### src/rtl/keyboard_move_ctl.sv
// keyboard_move_ctl
// Turns PS/2 Set-2 scan-code bytes into held-key movement levels for the
// player control FSM. Tracks make/break (F0) and extended (E0) prefixes,
// keeps one held flag per recognised key and resolves left+right conflicts
// in favour of the most recently pressed direction.
//
// Ports:
//   clk        in   system clock
//   rst        in   asynchronous active-high reset
//   rx_data    in   [7:0] scan-code byte, qualified by rx_valid
//   rx_valid   in   one-cycle strobe per received byte
//   m_left     out  resolved move-left level (registered)
//   m_right    out  resolved move-right level (registered)
//   key_action out  action key held level (registered)
//   seq_error  out  one-cycle pulse when a prefix times out (registered)
module keyboard_move_ctl #(
  parameter int unsigned PREFIX_TIMEOUT = 1_300_000,
  parameter logic [7:0]  CODE_LEFT_ALT  = 8'h1C,
  parameter logic [7:0]  CODE_RIGHT_ALT = 8'h23,
  parameter logic [7:0]  CODE_ACTION    = 8'h29
) (
  input  logic       clk,
  input  logic       rst,
  input  logic [7:0] rx_data,
  input  logic       rx_valid,
  output logic       m_left,
  output logic       m_right,
  output logic       key_action,
  output logic       seq_error
);

  localparam int unsigned CNT_W = (PREFIX_TIMEOUT > 1) ? $clog2(PREFIX_TIMEOUT) : 1;
  localparam logic [CNT_W-1:0] CNT_LAST = CNT_W'(PREFIX_TIMEOUT - 1);

  localparam logic [7:0] CODE_EXT         = 8'hE0;
  localparam logic [7:0] CODE_BRK         = 8'hF0;
  localparam logic [7:0] CODE_LEFT_ARROW  = 8'h6B;
  localparam logic [7:0] CODE_RIGHT_ARROW = 8'h74;

  localparam logic DIR_LEFT  = 1'b0;
  localparam logic DIR_RIGHT = 1'b1;

  typedef enum logic [1:0] {
    ST_IDLE    = 2'd0,
    ST_EXT     = 2'd1,
    ST_BRK     = 2'd2,
    ST_EXT_BRK = 2'd3
  } state_t;

  state_t           state_r, state_s;
  logic [CNT_W-1:0] cnt_r, cnt_s;
  logic             timeout_s;

  logic arrow_left_r,  arrow_left_s;
  logic arrow_right_r, arrow_right_s;
  logic alt_left_r,    alt_left_s;
  logic alt_right_r,   alt_right_s;
  logic action_r,      action_s;
  logic last_dir_r,    last_dir_s;
  logic seq_error_r,   seq_error_s;

  logic left_held_s, right_held_s;
  logic m_left_r,  m_left_s;
  logic m_right_r, m_right_s;
  logic key_action_r;

  // Prefix timeout: a pending prefix that has waited its full budget with no new byte.
  always_comb begin
    timeout_s = 1'b0;
    if ((state_r != ST_IDLE) && !rx_valid && (cnt_r == CNT_LAST)) begin
      timeout_s = 1'b1;
    end else begin
      timeout_s = 1'b0;
    end
  end

  // Timeout counter next value: only runs while a prefix is pending and quiet.
  always_comb begin
    cnt_s = cnt_r;
    if (rx_valid || (state_r == ST_IDLE) || timeout_s) begin
      cnt_s = '0;
    end else begin
      cnt_s = cnt_r + CNT_W'(1);
    end
  end

  // Scan-code decoder: next state, held flags, last direction and error pulse.
  always_comb begin
    state_s       = state_r;
    arrow_left_s  = arrow_left_r;
    arrow_right_s = arrow_right_r;
    alt_left_s    = alt_left_r;
    alt_right_s   = alt_right_r;
    action_s      = action_r;
    last_dir_s    = last_dir_r;
    seq_error_s   = 1'b0;
    if (rx_valid) begin
      case (state_r)
        ST_IDLE: begin
          if (rx_data == CODE_EXT) begin
            state_s = ST_EXT;
          end else if (rx_data == CODE_BRK) begin
            state_s = ST_BRK;
          end else if (rx_data == CODE_LEFT_ALT) begin
            alt_left_s = 1'b1;
            last_dir_s = DIR_LEFT;
          end else if (rx_data == CODE_RIGHT_ALT) begin
            alt_right_s = 1'b1;
            last_dir_s  = DIR_RIGHT;
          end else if (rx_data == CODE_ACTION) begin
            action_s = 1'b1;
          end else begin
            state_s = ST_IDLE;
          end
        end
        ST_EXT: begin
          if (rx_data == CODE_BRK) begin
            state_s = ST_EXT_BRK;
          end else if (rx_data == CODE_LEFT_ARROW) begin
            arrow_left_s = 1'b1;
            last_dir_s   = DIR_LEFT;
            state_s      = ST_IDLE;
          end else if (rx_data == CODE_RIGHT_ARROW) begin
            arrow_right_s = 1'b1;
            last_dir_s    = DIR_RIGHT;
            state_s       = ST_IDLE;
          end else if (rx_data == CODE_EXT) begin
            // repeated E0 keeps the extended prefix alive
            state_s = ST_EXT;
          end else begin
            state_s = ST_IDLE;
          end
        end
        ST_BRK: begin
          if (rx_data == CODE_BRK) begin
            state_s = ST_BRK;
          end else if (rx_data == CODE_LEFT_ALT) begin
            alt_left_s = 1'b0;
            state_s    = ST_IDLE;
          end else if (rx_data == CODE_RIGHT_ALT) begin
            alt_right_s = 1'b0;
            state_s     = ST_IDLE;
          end else if (rx_data == CODE_ACTION) begin
            action_s = 1'b0;
            state_s  = ST_IDLE;
          end else begin
            state_s = ST_IDLE;
          end
        end
        ST_EXT_BRK: begin
          state_s = ST_IDLE;
          if (rx_data == CODE_LEFT_ARROW) begin
            arrow_left_s = 1'b0;
          end else if (rx_data == CODE_RIGHT_ARROW) begin
            arrow_right_s = 1'b0;
          end else begin
            arrow_left_s = arrow_left_r;
          end
        end
        default: begin
          state_s = ST_IDLE;
        end
      endcase
    end else if (timeout_s) begin
      // abandon the sequence; held keys stay as they were
      state_s     = ST_IDLE;
      seq_error_s = 1'b1;
    end else begin
      state_s = state_r;
    end
  end

  // Direction resolution from the registered held flags.
  always_comb begin
    left_held_s  = arrow_left_r | alt_left_r;
    right_held_s = arrow_right_r | alt_right_r;
    m_left_s     = left_held_s & (~right_held_s | (last_dir_r == DIR_LEFT));
    m_right_s    = right_held_s & (~left_held_s | (last_dir_r == DIR_RIGHT));
  end

  // Decoder state, timeout counter and held-key flags.
  always_ff @(posedge clk or posedge rst) begin
    if (rst) begin
      state_r       <= ST_IDLE;
      cnt_r         <= '0;
      arrow_left_r  <= 1'b0;
      arrow_right_r <= 1'b0;
      alt_left_r    <= 1'b0;
      alt_right_r   <= 1'b0;
      action_r      <= 1'b0;
      last_dir_r    <= DIR_LEFT;
      seq_error_r   <= 1'b0;
    end else begin
      state_r       <= state_s;
      cnt_r         <= cnt_s;
      arrow_left_r  <= arrow_left_s;
      arrow_right_r <= arrow_right_s;
      alt_left_r    <= alt_left_s;
      alt_right_r   <= alt_right_s;
      action_r      <= action_s;
      last_dir_r    <= last_dir_s;
      seq_error_r   <= seq_error_s;
    end
  end

  // Output register: one cycle behind the flag update.
  always_ff @(posedge clk or posedge rst) begin
    if (rst) begin
      m_left_r     <= 1'b0;
      m_right_r    <= 1'b0;
      key_action_r <= 1'b0;
    end else begin
      m_left_r     <= m_left_s;
      m_right_r    <= m_right_s;
      key_action_r <= action_r;
    end
  end

  assign m_left     = m_left_r;
  assign m_right    = m_right_r;
  assign key_action = key_action_r;
  assign seq_error  = seq_error_r;

endmodule

### config.mk
export PLATFORM = sky130hd
export DESIGN_NAME = keyboard_move_ctl
export DESIGN_NICKNAME = d
export VERILOG_FILES = /design/src/rtl/keyboard_move_ctl.sv
export SDC_FILE = /design/constraint.sdc
export NUM_CORES = 1
export LEC_CHECK = 0
export ABC_AREA = 1
export CORE_MARGIN = 3
export CORE_UTILIZATION = 52
export CTS_CLUSTER_DIAMETER = 50
export DETAILED_ROUTE_END_ITERATION = 12
export GPL_ROUTABILITY_DRIVEN = 0
export PLACE_DENSITY_LB_ADDON = 0.3
export SYNTH_ARGS = -nofsm -noshare
export SYNTH_HDL_FRONTEND = slang
export SYNTH_SLANG_ARGS = --single-unit
### constraint.sdc
create_clock -name clk -period 1.4 [get_ports clk]
set_clock_uncertainty 0.2 [all_clocks]
set_input_delay 0.28 -clock clk [delete_from_list [all_inputs] [get_ports clk]]
set_output_delay 0.28 -clock clk [all_outputs]
set_load 0.05 [all_outputs]
==> flow_summary_export.csv <==
group,metric,value,unit
outcome,status,"finished with violations",
outcome,violations,"setup timing",
setup_path,critPathKind,"flop to flop",
pwr,leakagePower,1.48,nW
timing,drv_slew,0,
layout,fin_nets,363,
timing,setup_viol,25,
logic_synthesis,synth-edff-count,0,
timing,max_freq,596,MHz
timing,fin_crit,1.68,ns
logic_synthesis,synth.avg_cell_area,7.39,µm²
layout,drive_gt1_share,39.2,%
logic_synthesis,synthMuxAreaShare,0,%
global_routing,gr-total-overflow,0,
logic_synthesis,ys_ff_latch,33,
cts,root_buffer,"clkbuf_8",
timing,fin_hold_ws,0.140,ns
floorplanning,core_area,3720,µm²
timing,relSlewSlack,82.4,%
setup_path,worst_ep_arrival_time,1.66,ns
pwr,power,1.95,mW
floorplanning,ioPinCount,15,
pwr,powerDensity,657,nW/µm²
logic_synthesis,synthCells,277,
layout,fillers,242,
logic_synthesis,ys.flop_type,"dfrtp_1",
logic_synthesis,synthesis.nets,289,
logic_synthesis,synthArstFlopShare,100,%
cts,cts_buffer_depth,2,
setup_path,worstSetupStartpointType,"flop",
floorplanning,rows,22,
global_routing,grt_pass1_wl,8.20,mm
floorplanning,die-width,68.7,µm
routing,vias_per_cell,5.24,
global_routing,grt_max_degree,34,
routing,wire_per_inst,13.4,µm
timing,tightest_slew,0.260,ns
setup_path,path_max_fanout,4,
logic_synthesis,yosys.area.top_type_share,40.4,%
routing,vias,2097,
pwr,peakVddDrop,0.425,mV
placed_design,dpl.hpwl,3.40,mm
logic_synthesis,synth_top_family_by_area,"simple AND/OR/NAND/NOR gates",
placed_design,portBuffers,14,
logic_synthesis,synth_area_leader_cell,"dfrtp_1",
routing,drt_iter0_drc,125,
floorplanning,dieArea,4720,µm²
logic_synthesis,yosys-top-cells-area,"dfrtp_1 40%, nand2_1 11%, nor2_1 11%, inv_1 6.2%, nand3_1 4.6%",
cts,cts_tree,"done",
floorplanning,start_util,55.1,%
layout,antennaDiodeCount,0,
timing,rsz0062_at_grt,"yes",
cts,clkLatencyLatePin,0.28,ns
layout,syn_to_final_growth,45.2,%
timing,setup_ws,-0.278,ns
logic_synthesis,synth_warnings,0,
global_routing,gr-usage-all-layers,23.1,%
global_routing,grt_antenna_before_repair,0,
routing,wl,5.38,mm
hold_path,hold_class,"input pin to async pin",
global_routing,grt_pass1_vias,2012,
timing,finalCritPeriodShare,120,%
cts,clkSlewWorstSetupHoldPaths,0.07,ns
logic_synthesis,synthAdderAreaFrac,0.612,%
floorplanning,die_y,68.7,µm
logic_synthesis,ys_seq_area_share,40.4,%
logic_synthesis,ys_types,30,
routing,ant_nets,0,
setup_path,end_kind,"flop",
cts,clkSinkCount,33,
setup_path,cp.required,1.38,ns
flow_run,cap_violations,0,
timing,finalHoldViolations,0,
routing,drc,0,
logic_synthesis,syn_area,2050,µm²
logic_synthesis,synth-compound-area-share,4.65,%
routing,first_pass_iters,4,
cts,cts.htree.levels,2,
cts,numCtsBuffers,5,
logic_synthesis,synth_commonest_cells,"62 x nand2_1, 58 x nor2_1, 34 x inv_1",
logic_synthesis,synth_most_common_cell,"nand2_1",
logic_synthesis,synth_xor_area_share,2.57,%
logic_synthesis,synthSimpleGateAreaFrac,43.7,%
-- flip-flops by register name, indices dropped and copies added, names as in the netlist --
| signal | flops |
|---|---|
| alt_right_r | 1 |
| key_action | 1 |
| m_left | 1 |
| m_right | 1 |
| arrow_left_r | 1 |
| alt_left_r | 1 |
| state_r | 2 |
| arrow_right_r | 1 |
| action_r | 1 |
| last_dir_r | 1 |
| cnt_r | 21 |
| seq_error | 1 |
-- kinds of logic after synthesis --
kind of cell | after synthesis
xor gates and xnor gates | 6
buffers and inverters | 40
DFF | 33
AOI/OAI and AO/OA | 16
and+or+nand+nor | 181
adders and majority gates | 1
-- layer usage --
layer | vias up | wire (µm) | global-route usage [%]
met1 | 1021 | 2160 | 25.3
li1 | 1021 | - | -
met5 | - | 0 | 0
met3 | 7 | 189 | 4.38
met2 | 48 | 2970 | 43.5
met4 | 0 | 59 | 8.76
-- worst max-delay path, cell delays in order, from the launching register on --
cell and delay [ns]:
dfrtp_1 0.39, ha_2 0.21, nand2_4 0.09, nor2_8 0.05
nand2_4 0.10, nor2_4 0.06, buf_4 0.12, buf_4 0.12
nor3b_1 0.25
-- power by group --
group	switching [mW]	internal, mW	leakage (nW)
sequential	0.0221	0.983	0.457
clock	0.333	0.353	0.0395
combinational	0.148	0.112	0.982
total	0.503	1.45	1.48
-- final timing paths --
| kind | start | end | slack [ns] | depth (start not counted) |
|---|---|---|---|---|
| worst max-delay path | cnt_r[1] | cnt_r[12] | -0.28 | 8 |
| worst min-delay path | rst | cnt_r[2] | 0.14 | 3 |
| worst max register to register | cnt_r[1] | cnt_r[12] | -0.28 | 8 |
| worst min register to register | action_r | key_action | 0.20 | 0 |
| max in group asynchronous | rst | cnt_r[4] | 0.68 | 3 |
| min in group clk | action_r | key_action | 0.20 | 0 |
-- layout make-up --
class	count	area, µm²	area share, %
well taps	48	60.1	2.02
multi-input cells	204	1240	41.7
clock buffers	8	80.1	2.70
repair buffers	70	622	20.9
flip-flops and latches	33	826	27.8
inverters	37	144	4.84
-- repair_timing --
item                       4_1_cts  5_1_grt
buffers inserted                 4        6
hold buffers                     0        0
resized for setup               45       30
pin swaps                       22       17
setup endpoints to repair       29       30
-- cells in the final DEF, fill, tap and decap left out, types with 3 or more instances in the layout --
| cell type | Yosys | routed |
|---|---|---|
| nor2_1 | 58 | 40 |
| clkbuf_8 | 0 | 5 |
| xnor2_1 | 3 | 3 |
| a21oi_1 | 5 | 4 |
| buf_12 | 0 | 5 |
| nand2_2 | 3 | 12 |
| nor3_1 | 7 | 6 |
| buf_4 | 0 | 50 |
| o21ai_0 | 5 | 4 |
| nor2_4 | 5 | 13 |
| nand3_1 | 19 | 12 |
| nand4_1 | 6 | 6 |
| nor3b_1 | 4 | 4 |
| buf_6 | 2 | 5 |
| dfrtp_1 | 33 | 33 |
| nand2_1 | 62 | 52 |
| inv_1 | 34 | 27 |
| inv_2 | 3 | 8 |
| clkbuf_1 | 1 | 3 |
| nand3_2 | 4 | 11 |
| dlygate4sd2_1 | 0 | 8 |
| nand2_4 | 5 | 5 |
| nor2_2 | 4 | 14 |
-- per-stage QoR --
step / instance area (µm²) / setup slack [ns] / TNS [ns] / utilization [%] / instances
2_1_floorplan: 2050 / -0.113 / -0.992 / - / 277
3_3_place_gp: 2630 / -0.526 / -8.88 / 70.7 / 383
3_5_place_dp: 2630 / -0.616 / -10.15 / 70.7 / 383
4_1_cts: 2840 / -0.169 / -1.83 / 76.3 / 395
5_1_grt: 2970 / -0.323 / -4.87 / 79.9 / 400
6_report: 2970 / -0.278 / -2.56 / 79.9 / 400
Note: power is estimated with default switching activity, not from simulation.
